`src/rtl/receptor_pacotes_if.sv`:
```
// Sensor link between the packet source and the receiver stage.
// Carries the incoming packet with its parity bit and the retransmission
// request travelling back towards the source.
interface receptor_pacotes_if;
    logic        pacote_valido;
    logic [10:0] pacote;
    logic        paridade;
    logic        solicitar_reenvio;
    logic [2:0]  id_reenvio;

    // Packet source: drives packets, listens for retransmission requests.
    modport master (
        output pacote_valido,
        output pacote,
        output paridade,
        input  solicitar_reenvio,
        input  id_reenvio
    );

    // Receiver: consumes packets, issues retransmission requests.
    modport slave (
        input  pacote_valido,
        input  pacote,
        input  paridade,
        output solicitar_reenvio,
        output id_reenvio
    );
endinterface

```
`src/rtl/receptor_pacotes.sv`:
```
// Receiver stage of the sensor link. Good packets land in E1..E8; a parity
// failure starts a retransmission request with timeout-driven re-requests and
// a bounded number of attempts. A frame is reported once all 8 sensors have
// been refreshed.
module receptor_pacotes #(
    parameter int TIMEOUT        = 16,
    parameter int MAX_TENTATIVAS = 3,
    parameter int CONT_W         = 5
) (
    input  logic                 clk,
    input  logic                 rst,
    receptor_pacotes_if.slave    link,
    output logic [7:0]           E1,
    output logic [7:0]           E2,
    output logic [7:0]           E3,
    output logic [7:0]           E4,
    output logic [7:0]           E5,
    output logic [7:0]           E6,
    output logic [7:0]           E7,
    output logic [7:0]           E8,
    output logic [7:0]           atualizados,
    output logic                 quadro_completo,
    output logic                 erro_reenvio,
    output logic [2:0]           id_erro
);

    // Wide enough to hold the attempt count up to MAX_TENTATIVAS inclusive.
    localparam int TENT_W = $clog2(MAX_TENTATIVAS + 1);

    typedef enum logic {
        OCIOSO,
        ESPERA_REENVIO
    } estado_t;

    estado_t             estado_reg;
    logic [CONT_W-1:0]   cont_reg;
    logic [TENT_W-1:0]   tent_reg;
    logic                solicitar_reg;
    logic [2:0]          id_reenvio_reg;
    logic                quadro_reg;
    logic                erro_reg;
    logic [2:0]          id_erro_reg;
    logic [7:0]          atualizados_reg;
    logic [7:0]          atualizados_next;
    logic [7:0]          e_out [8];

    logic                pacote_ok;
    logic                pacote_ruim;
    logic [2:0]          id_pac;
    logic [7:0]          dado_pac;
    logic                casa_id;
    logic                expirou;

    // Even parity over packet plus parity bit; only valid cycles count.
    assign pacote_ok   = link.pacote_valido && !(^{link.pacote, link.paridade});
    assign pacote_ruim = link.pacote_valido &&  (^{link.pacote, link.paridade});
    assign id_pac      = link.pacote[10:8];
    assign dado_pac    = link.pacote[7:0];
    assign casa_id     = (id_pac == id_reenvio_reg);
    // Counter is cleared on the request edge, so TIMEOUT-1 here means TIMEOUT
    // edges have elapsed since the last request.
    assign expirou     = (cont_reg == CONT_W'(TIMEOUT - 1));

    // Refresh mask including this cycle's write, before frame wrap-around.
    always_comb begin
        atualizados_next = atualizados_reg;
        if (pacote_ok) begin
            atualizados_next = atualizados_reg | (8'h01 << id_pac);
        end
    end

    // One data register per sensor; every good packet is stored regardless of
    // whether a retransmission is outstanding.
    for (genvar gi = 0; gi < 8; gi++) begin : g_sensor
        logic [7:0] e_reg;

        // Capture the data byte of good packets addressed to this sensor.
        always_ff @(posedge clk) begin
            if (rst) begin
                e_reg <= 8'h00;
            end else if (pacote_ok && (id_pac == 3'(gi))) begin
                e_reg <= dado_pac;
            end
        end

        assign e_out[gi] = e_reg;
    end

    // Retransmission FSM plus frame tracking, all outputs registered.
    always_ff @(posedge clk) begin
        if (rst) begin
            estado_reg      <= OCIOSO;
            cont_reg        <= '0;
            tent_reg        <= '0;
            solicitar_reg   <= 1'b0;
            id_reenvio_reg  <= 3'd0;
            quadro_reg      <= 1'b0;
            erro_reg        <= 1'b0;
            id_erro_reg     <= 3'd0;
            atualizados_reg <= 8'h00;
        end else begin
            solicitar_reg <= 1'b0;
            erro_reg      <= 1'b0;

            // A completed frame restarts the mask from empty.
            if (atualizados_next == 8'hFF) begin
                quadro_reg      <= 1'b1;
                atualizados_reg <= 8'h00;
            end else begin
                quadro_reg      <= 1'b0;
                atualizados_reg <= atualizados_next;
            end

            case (estado_reg)
                OCIOSO: begin
                    if (pacote_ruim) begin
                        solicitar_reg  <= 1'b1;
                        id_reenvio_reg <= id_pac;
                        tent_reg       <= TENT_W'(1);
                        cont_reg       <= '0;
                        estado_reg     <= ESPERA_REENVIO;
                    end
                end
                ESPERA_REENVIO: begin
                    // The awaited packet wins over a simultaneous timeout.
                    if (pacote_ok && casa_id) begin
                        estado_reg <= OCIOSO;
                        cont_reg   <= '0;
                        tent_reg   <= '0;
                    end else if (expirou || (pacote_ruim && casa_id)) begin
                        if (tent_reg < TENT_W'(MAX_TENTATIVAS)) begin
                            solicitar_reg <= 1'b1;
                            tent_reg      <= tent_reg + 1'b1;
                            cont_reg      <= '0;
                        end else begin
                            erro_reg    <= 1'b1;
                            id_erro_reg <= id_reenvio_reg;
                            estado_reg  <= OCIOSO;
                            cont_reg    <= '0;
                            tent_reg    <= '0;
                        end
                    end else begin
                        // Bad packets for other IDs are dropped silently.
                        cont_reg <= cont_reg + 1'b1;
                    end
                end
                default: estado_reg <= OCIOSO;
            endcase
        end
    end

    assign link.solicitar_reenvio = solicitar_reg;
    assign link.id_reenvio        = id_reenvio_reg;
    assign E1                     = e_out[0];
    assign E2                     = e_out[1];
    assign E3                     = e_out[2];
    assign E4                     = e_out[3];
    assign E5                     = e_out[4];
    assign E6                     = e_out[5];
    assign E7                     = e_out[6];
    assign E8                     = e_out[7];
    assign atualizados            = atualizados_reg;
    assign quadro_completo        = quadro_reg;
    assign erro_reenvio           = erro_reg;
    assign id_erro                = id_erro_reg;

endmodule

```
`src/flat_wrapper.sv`:
```
// flat-port wrapper written by rule: the top's interface ports become plain ports
module receptor_pacotes_flat 
#(
    parameter int TIMEOUT        = 16,
    parameter int MAX_TENTATIVAS = 3,
    parameter int CONT_W         = 5
)
  (clk, rst, E1, E2, E3, E4, E5, E6, E7, E8, atualizados, quadro_completo, erro_reenvio, id_erro, link_pacote_valido, link_pacote, link_paridade, link_solicitar_reenvio, link_id_reenvio);
  receptor_pacotes_if link_i ();
  input  logic clk;
  input  logic rst;
  output logic [7:0] E1;
  output logic [7:0] E2;
  output logic [7:0] E3;
  output logic [7:0] E4;
  output logic [7:0] E5;
  output logic [7:0] E6;
  output logic [7:0] E7;
  output logic [7:0] E8;
  output logic [7:0] atualizados;
  output logic quadro_completo;
  output logic erro_reenvio;
  output logic [2:0] id_erro;
  input wire logic [$bits(link_i.pacote_valido)-1:0] link_pacote_valido;
  input wire logic [$bits(link_i.pacote)-1:0] link_pacote;
  input wire logic [$bits(link_i.paridade)-1:0] link_paridade;
  output wire logic [$bits(link_i.solicitar_reenvio)-1:0] link_solicitar_reenvio;
  output wire logic [$bits(link_i.id_reenvio)-1:0] link_id_reenvio;
  assign link_i.pacote_valido = link_pacote_valido;
  assign link_i.pacote = link_pacote;
  assign link_i.paridade = link_paridade;
  assign link_solicitar_reenvio = link_i.solicitar_reenvio;
  assign link_id_reenvio = link_i.id_reenvio;
  receptor_pacotes #(.TIMEOUT(TIMEOUT), .MAX_TENTATIVAS(MAX_TENTATIVAS), .CONT_W(CONT_W)) u_core (.clk(clk), .rst(rst), .link(link_i), .E1(E1), .E2(E2), .E3(E3), .E4(E4), .E5(E5), .E6(E6), .E7(E7), .E8(E8), .atualizados(atualizados), .quadro_completo(quadro_completo), .erro_reenvio(erro_reenvio), .id_erro(id_erro));
endmodule
```
`config.mk`:
```
export PLATFORM = sky130hd
export DESIGN_NAME = receptor_pacotes_flat
export DESIGN_NICKNAME = d
export VERILOG_FILES = /design/src/rtl/receptor_pacotes_if.sv /design/src/rtl/receptor_pacotes.sv /design/src/flat_wrapper.sv
export SDC_FILE = /design/constraint.sdc
export NUM_CORES = 1
export LEC_CHECK = 0
export ABC_CLOCK_PERIOD_IN_PS = 2590
export CORE_MARGIN = 8
export CORE_UTILIZATION = 43
export DETAILED_ROUTE_END_ITERATION = 10
export PLACE_DENSITY_LB_ADDON = 0.1
export RECOVER_POWER = 50
export REMOVE_ABC_BUFFERS = 1
export SYNTH_ARGS = -nofsm -noshare
export SYNTH_HDL_FRONTEND = slang
export SYNTH_SLANG_ARGS = --single-unit
```
`constraint.sdc`:
```
create_clock -name clk -period 2.59 [get_ports clk]
set_clock_uncertainty 0.05 [all_clocks]
set_input_delay 0.518 -clock clk [delete_from_list [all_inputs] [get_ports clk]]
set_output_delay 0.518 -clock clk [all_outputs]
set_load 0.02 [all_outputs]
```
==> impl_metrics.toml, run 1 <==
[synth]
yosysSeqAreaShare = 0.4926
yosysWarnings = 0
synth_adder_area_share = 0.01038
synth_area_um2 = 3617
postSynthRegisterBits = 89
synth_simple_gate_area_frac = 0.2003
synth_top_family_by_area = "simple AND/OR/NAND/NOR gates"
synth.avg_cell_area_um2 = 9.444
netlist_instances = 383
synth_compound_area_frac = 0.1045
ys_types = 38
synth-xor-area-share = 0.04877
muxShareOfSynthArea = 0.1079

[layout]
multi_input_area_um2 = 1819
nFillCells = 708
area.sequential_um2 = 1782
layout_common_cells = "89 x dfxtp_1, 81 x dlygate4sd3_1, 50 x nor2_1"
area_growth_pct = 46.28
nets = 527
antenna_cells = 0
final_layout_size_suffix_gt1_frac = 0.1732
final_common_cell = "dfxtp_1"

[floorplan]
start_util = 0.4425
core_um2 = 8175
die_height_um = 107.7
pin_count = 96
rows = 33
die_w_um = 107.7
die_area_um2 = 11600

[grt]
grt_max_degree = 90
grt_pass1_vias = 3060
track_usage = 0.1669
antenna_found_initial = 0
grt_pass1_wl_um = 15410
grt-ovfl-total = 0

[worst_setup_path]
critPathCaptureType = "register"
worstPathArrival_ns = 2.73
crit_type = "input pin to register"
crit_path_max_fanout = 8
cp.required_ns = 2.80
cp-start-kind = "input pin"

[timing]
finalHoldViolations = 0
slew_headroom = 0.7487
fin_hold_ws_ns = 0.4038
setup_ws_ns = 0.06350
worstMarginPinSlew_ns = 0.3769
max_freq_ghz = 0.3958
period_minus_slack_ns = 2.527
finalSetupViolations = 0
post-route-period-util = 0.9755
slew_violations = 0

[route]
firstDrtPassIters = 4
wl_per_cell_um = 15.97
drt_iter0_markers = 110
drt_wl_total_um = 9888
post-route-drc-count = 0
ant_nets = 0
avgViaCountPerCell = 4.997
route.vias.total = 3093

[clocking]
cts_inserted_buffers = 9
cts.sinks = 89
cts_buffer_depth = 2
cts_tree = "built"
ctsHtreeMaxLevel = 3
clkLatencyLatePin_ns = 0.35
clk_pin_slew_ns = 0.08
cts-root-buf = "clkbuf_8"

[worst_hold_path]
hold_class = "register to register"

[flow_run]
drv_cap = 0

[power]
p_leak_nw = 2.239
power_density_nw_per_um2 = 627.3
peakVddDrop_mv = 0.3192

[placement]
port_buffers = 95
place_congestion = 0.7984
dp_hpwl_um = 6902
place_ws_ns = -0.3584

[status]
status = "finished clean"
final timing paths:
kind | cells after the start | end | startpoint | slack (ns)
min reg2reg | 2 | u_core.E2[7] | u_core.E2[7] | 0.40
max | 10 | u_core.atualizados[6] | link_pacote[8] | 0.06
min | 2 | u_core.E2[7] | u_core.E2[7] | 0.40
max reg2reg | 7 | u_core.cont_reg[3] | u_core.cont_reg[0] | 0.51
final cells by class:
type / instances / area share
Multi-Input combinational cell: 267 / 0.3438
Clock buffer: 10 / 0.02412
Clock inverter: 6 / 0.01277
Tap cell: 105 / 0.02483
Timing Repair Buffer: 140 / 0.2563
Inverter: 2 / 0.001419
Sequential cell: 89 / 0.3367
power breakdown:
| group | switching, mW | internal (mW) |
|---|---|---|
| Sequential | 0.0459 | 1.43 |
| Clock | 0.500 | 0.450 |
| Combinational | 0.505 | 0.389 |
| Total | 1.05 | 2.27 |
worst max-delay path, stage by stage:
cell,delay (ns)
clkdlybuf4s50_1,0.47
xnor2_2,0.24
xnor2_2,0.13
buf_4,0.16
xnor3_2,0.40
buf_4,0.18
a21oi_4,0.15
nor4_4,0.07
buf_4,0.17
a211oi_1,0.24
Yosys cell counts (all sizes together):
cell type	number	area [µm²]
and3	1	6.260
nand4	1	6.260
xnor3	1	23.77
nor2	50	187.7
o21a	1	7.510
nand2	41	153.9
a311oi	2	17.52
or3	1	6.260
nor2b	2	12.51
nor4	2	42.54
clkbuf	14	53.80
xor3	1	25.02
a31oi	1	6.260
nand2b	5	31.28
ha	3	37.54
mux2i	39	390.4
nand3	34	170.2
and3b	1	8.760
a211oi	9	67.56
dfxtp	89	1782
nor3	6	85.08
and2	1	6.260
o211ai	2	20.02
buf	12	67.56
a21oi	44	224.0
xor2	1	8.760
o21ai	2	10.01
nand3b	1	7.510
inv	2	7.510
a22oi	1	7.510
xnor2	11	118.9
a41oi	2	17.52
logic make-up (layout without fill, tap and decap cells):
| logic type | count (synthesis) | in the layout |
|---|---|---|
| flip-flops | 89 | 89 |
| buffers and inverters | 28 | 158 |
| AND/OR/NAND/NOR | 146 | 146 |
| AO/OA/AOI/OAI | 64 | 64 |
| adder cells (fa/ha/maj) | 3 | 3 |
| XOR/XNOR | 14 | 15 |
| multiplexers | 39 | 39 |
routing by layer:
metal  GRT usage  vias up  wire, µm
met5           0        -         0
met4     0.05748        0       128
met3     0.05150        9       661
met2      0.2741       73      4857
met1      0.2014     1433      4240
li1            -     1578         -
stage by stage:
step	instance area (µm²)	setup TNS (ns)	instances	utilization	power [mW]
5_1_grt	5291	-0.04091	619	0.6472	3.480
4_1_cts	5124	0	612	0.6267	3.264
3_3_place_gp	4928	-26.91	596	0.6028	2.309
2_1_floorplan	3496	0	357	-	1.943
3_5_place_dp	4928	-26.02	596	0.6028	2.323
6_report	5291	0	619	0.6472	3.319
what timing repair did:
item	CTS	global route
resized for setup	0	21
endpoints found under the setup margin	0	57
setup buffers	0	6
hold buffers	0	0
Power figures use the tool's default switching activity.
==> run 2, diff against run 1 <==
--- a/config.mk
+++ b/config.mk
@@ -7,11 +7,13 @@
 export LEC_CHECK = 0
 export ABC_CLOCK_PERIOD_IN_PS = 2590
 export CORE_MARGIN = 8
-export CORE_UTILIZATION = 43
+export CORE_UTILIZATION = 55
 export DETAILED_ROUTE_END_ITERATION = 10
+export DONT_BUFFER_PORTS = 1
 export PLACE_DENSITY_LB_ADDON = 0.1
 export RECOVER_POWER = 50
 export REMOVE_ABC_BUFFERS = 1
 export SYNTH_ARGS = -nofsm -noshare
 export SYNTH_HDL_FRONTEND = slang
 export SYNTH_SLANG_ARGS = --single-unit
+export TNS_END_PERCENT = 100
==> run 2 against run 1 <==
  * Worst setup slack better by 0.33 ns
  * Wire length down 11%
  * Critical path type unchanged
  * Via count down 15%
  * Highest routed layer unchanged
==> impl_metrics.toml, run 2 (synthesized netlist as in run 1, its figures left out) <==
[status]
status = "finished clean"

[route]
wl_per_cell_um = 19.07
avgViaCountPerCell = 5.685
route.vias.total = 2621
drt_wl_total_um = 8793
drt_iter0_markers = 143
firstDrtPassIters = 4
ant_nets = 0
post-route-drc-count = 0

[worst_setup_path]
rr_startpoint = "u_core.cont_reg[0]"
worst_path_max_delay_cell = "xor3_1"
r2r_setup_slack_ns = 0.48
critPathCaptureType = "register"
crit_type = "input pin to register"
cp.required_ns = 2.78
cp_cell_sequence = "xor2_1 -> xnor2_1 -> xor3_1 -> o211ai_1 -> mux2i_1 -> nor2_1"
cpPeakStageDelay_ns = 0.66
rr_endpoint = "u_core.cont_reg[3]"
cp-start-kind = "input pin"
reg2regPathDepth = 7
worstPathArrival_ns = 2.38
crit_path_max_fanout = 9

[floorplan]
core_um2 = 6350
die_height_um = 97.10
die_w_um = 97.10
die_area_um2 = 9427
start_util = 0.5697
pin_count = 96
rows = 29

[placement]
place_congestion = 0.7446
port_buffers = 0
dp_hpwl_um = 6024
dp_cells = 445

[timing]
finalHoldViolations = 0
worstMarginPinSlew_ns = 0.5340
slew_headroom = 0.6434
period_minus_slack_ns = 2.196
max_freq_ghz = 0.4554
post-route-period-util = 0.8479
slew_violations = 0
finalSetupViolations = 0
rsz0062_at_grt = "false"
setup_tns_ns = 0

[layout]
multi_input_area_um2 = 1689
final_layout_size_suffix_gt1_frac = 0.1016
nets = 397
area.sequential_um2 = 1782
final_common_cell = "dfxtp_1"
area_growth_pct = 6.710
antenna_cells = 0
fin_cells = 461
layout_common_cells = "89 x dfxtp_1, 50 x nor2_1, 43 x a21oi_1"
nFillCells = 554

[clocking]
cts_inserted_buffers = 9
cts-root-buf = "clkbuf_8"
postCtsSetupRepairBufs = 0
clk_pin_slew_ns = 0.08
cts_tree = "built"
postCtsHoldBufs = 0
ctsHtreeMaxLevel = 3
cts.repair.resized = 0
cts.sinks = 89
cts_buffer_depth = 2
clkLatencyLatePin_ns = 0.35

[grt]
antenna_found_initial = 0
grt-ovfl-total = 0
track_usage = 0.1834
grt_max_degree = 90
grt_pass1_wl_um = 13890
grt_pass1_vias = 2518

[power]
peakVddDrop_mv = 0.4888
power_density_nw_per_um2 = 778.3
total_power_mw = 3.004
p_leak_nw = 1.361

[worst_hold_path]
worstHoldPathCells = 1
min_to = "u_core.link.id_reenvio[1]"
hp-start = "rst"
hold_class = "input pin to register"

[flow_run]
drv_cap = 0
[run 2: critical path: cells and delay by family]
kind            cells  cell delay, ns
mux                 1            0.24
compound gates      1            0.54
simple gates        1            0.06
xor+xnor            3            1.01
[run 2: power by group]
part / switching (mW) / internal [mW] / total, mW
sequential: 0.113 / 1.43 / 1.54
clock: 0.494 / 0.474 / 0.968
combinational: 0.315 / 0.179 / 0.494
[run 2: final cells by class]
class	instances	area share
well taps	77	0.02496
inverters	2	0.001945
repair buffers	11	0.02139
clock inverters	6	0.01686
multi-input cells	266	0.4376
flip-flops and latches	89	0.4616
clock buffers	10	0.03566
[run 2: per-stage QoR]
stage          hold WS [ns]  cell area [µm²]  utilization  worst slack [ns]
2_1_floorplan        0.3846             3496            -           0.02407
6_report             0.2015             3860       0.6079            0.3940
4_1_cts              0.1714             3877       0.6106            0.5363
5_1_grt              0.1648             3860       0.6079            0.2851
3_5_place_dp         0.4140             3675       0.5787            0.2025
3_3_place_gp         0.4047             3675       0.5787            0.2220
[run 2: per-layer routing]
metal / vias up / GRT usage / routed length, µm
met5: - / 0 / 0
met4: 0 / 0.07219 / 92
met3: 8 / 0.09815 / 981
met2: 68 / 0.2760 / 4010
met1: 1232 / 0.2129 / 3709
li1: 1313 / - / -
[run 2: how the worst max path moves through the flow]
stage               depth (start not counted)  slack (ns)          startpoint                      to
global placement                            7        0.22      link_pacote[4]            u_core.E5[6]
detailed placement                          7        0.20      link_pacote[4]            u_core.E3[6]
global route                                7        0.29  u_core.cont_reg[0]      u_core.cont_reg[3]
CTS                                         7        0.54  u_core.cont_reg[0]      u_core.cont_reg[3]
finish                                      6        0.39      link_pacote[4]       u_core.id_erro[2]
floorplan                                   6        0.02      link_pacote[4]  u_core.quadro_completo
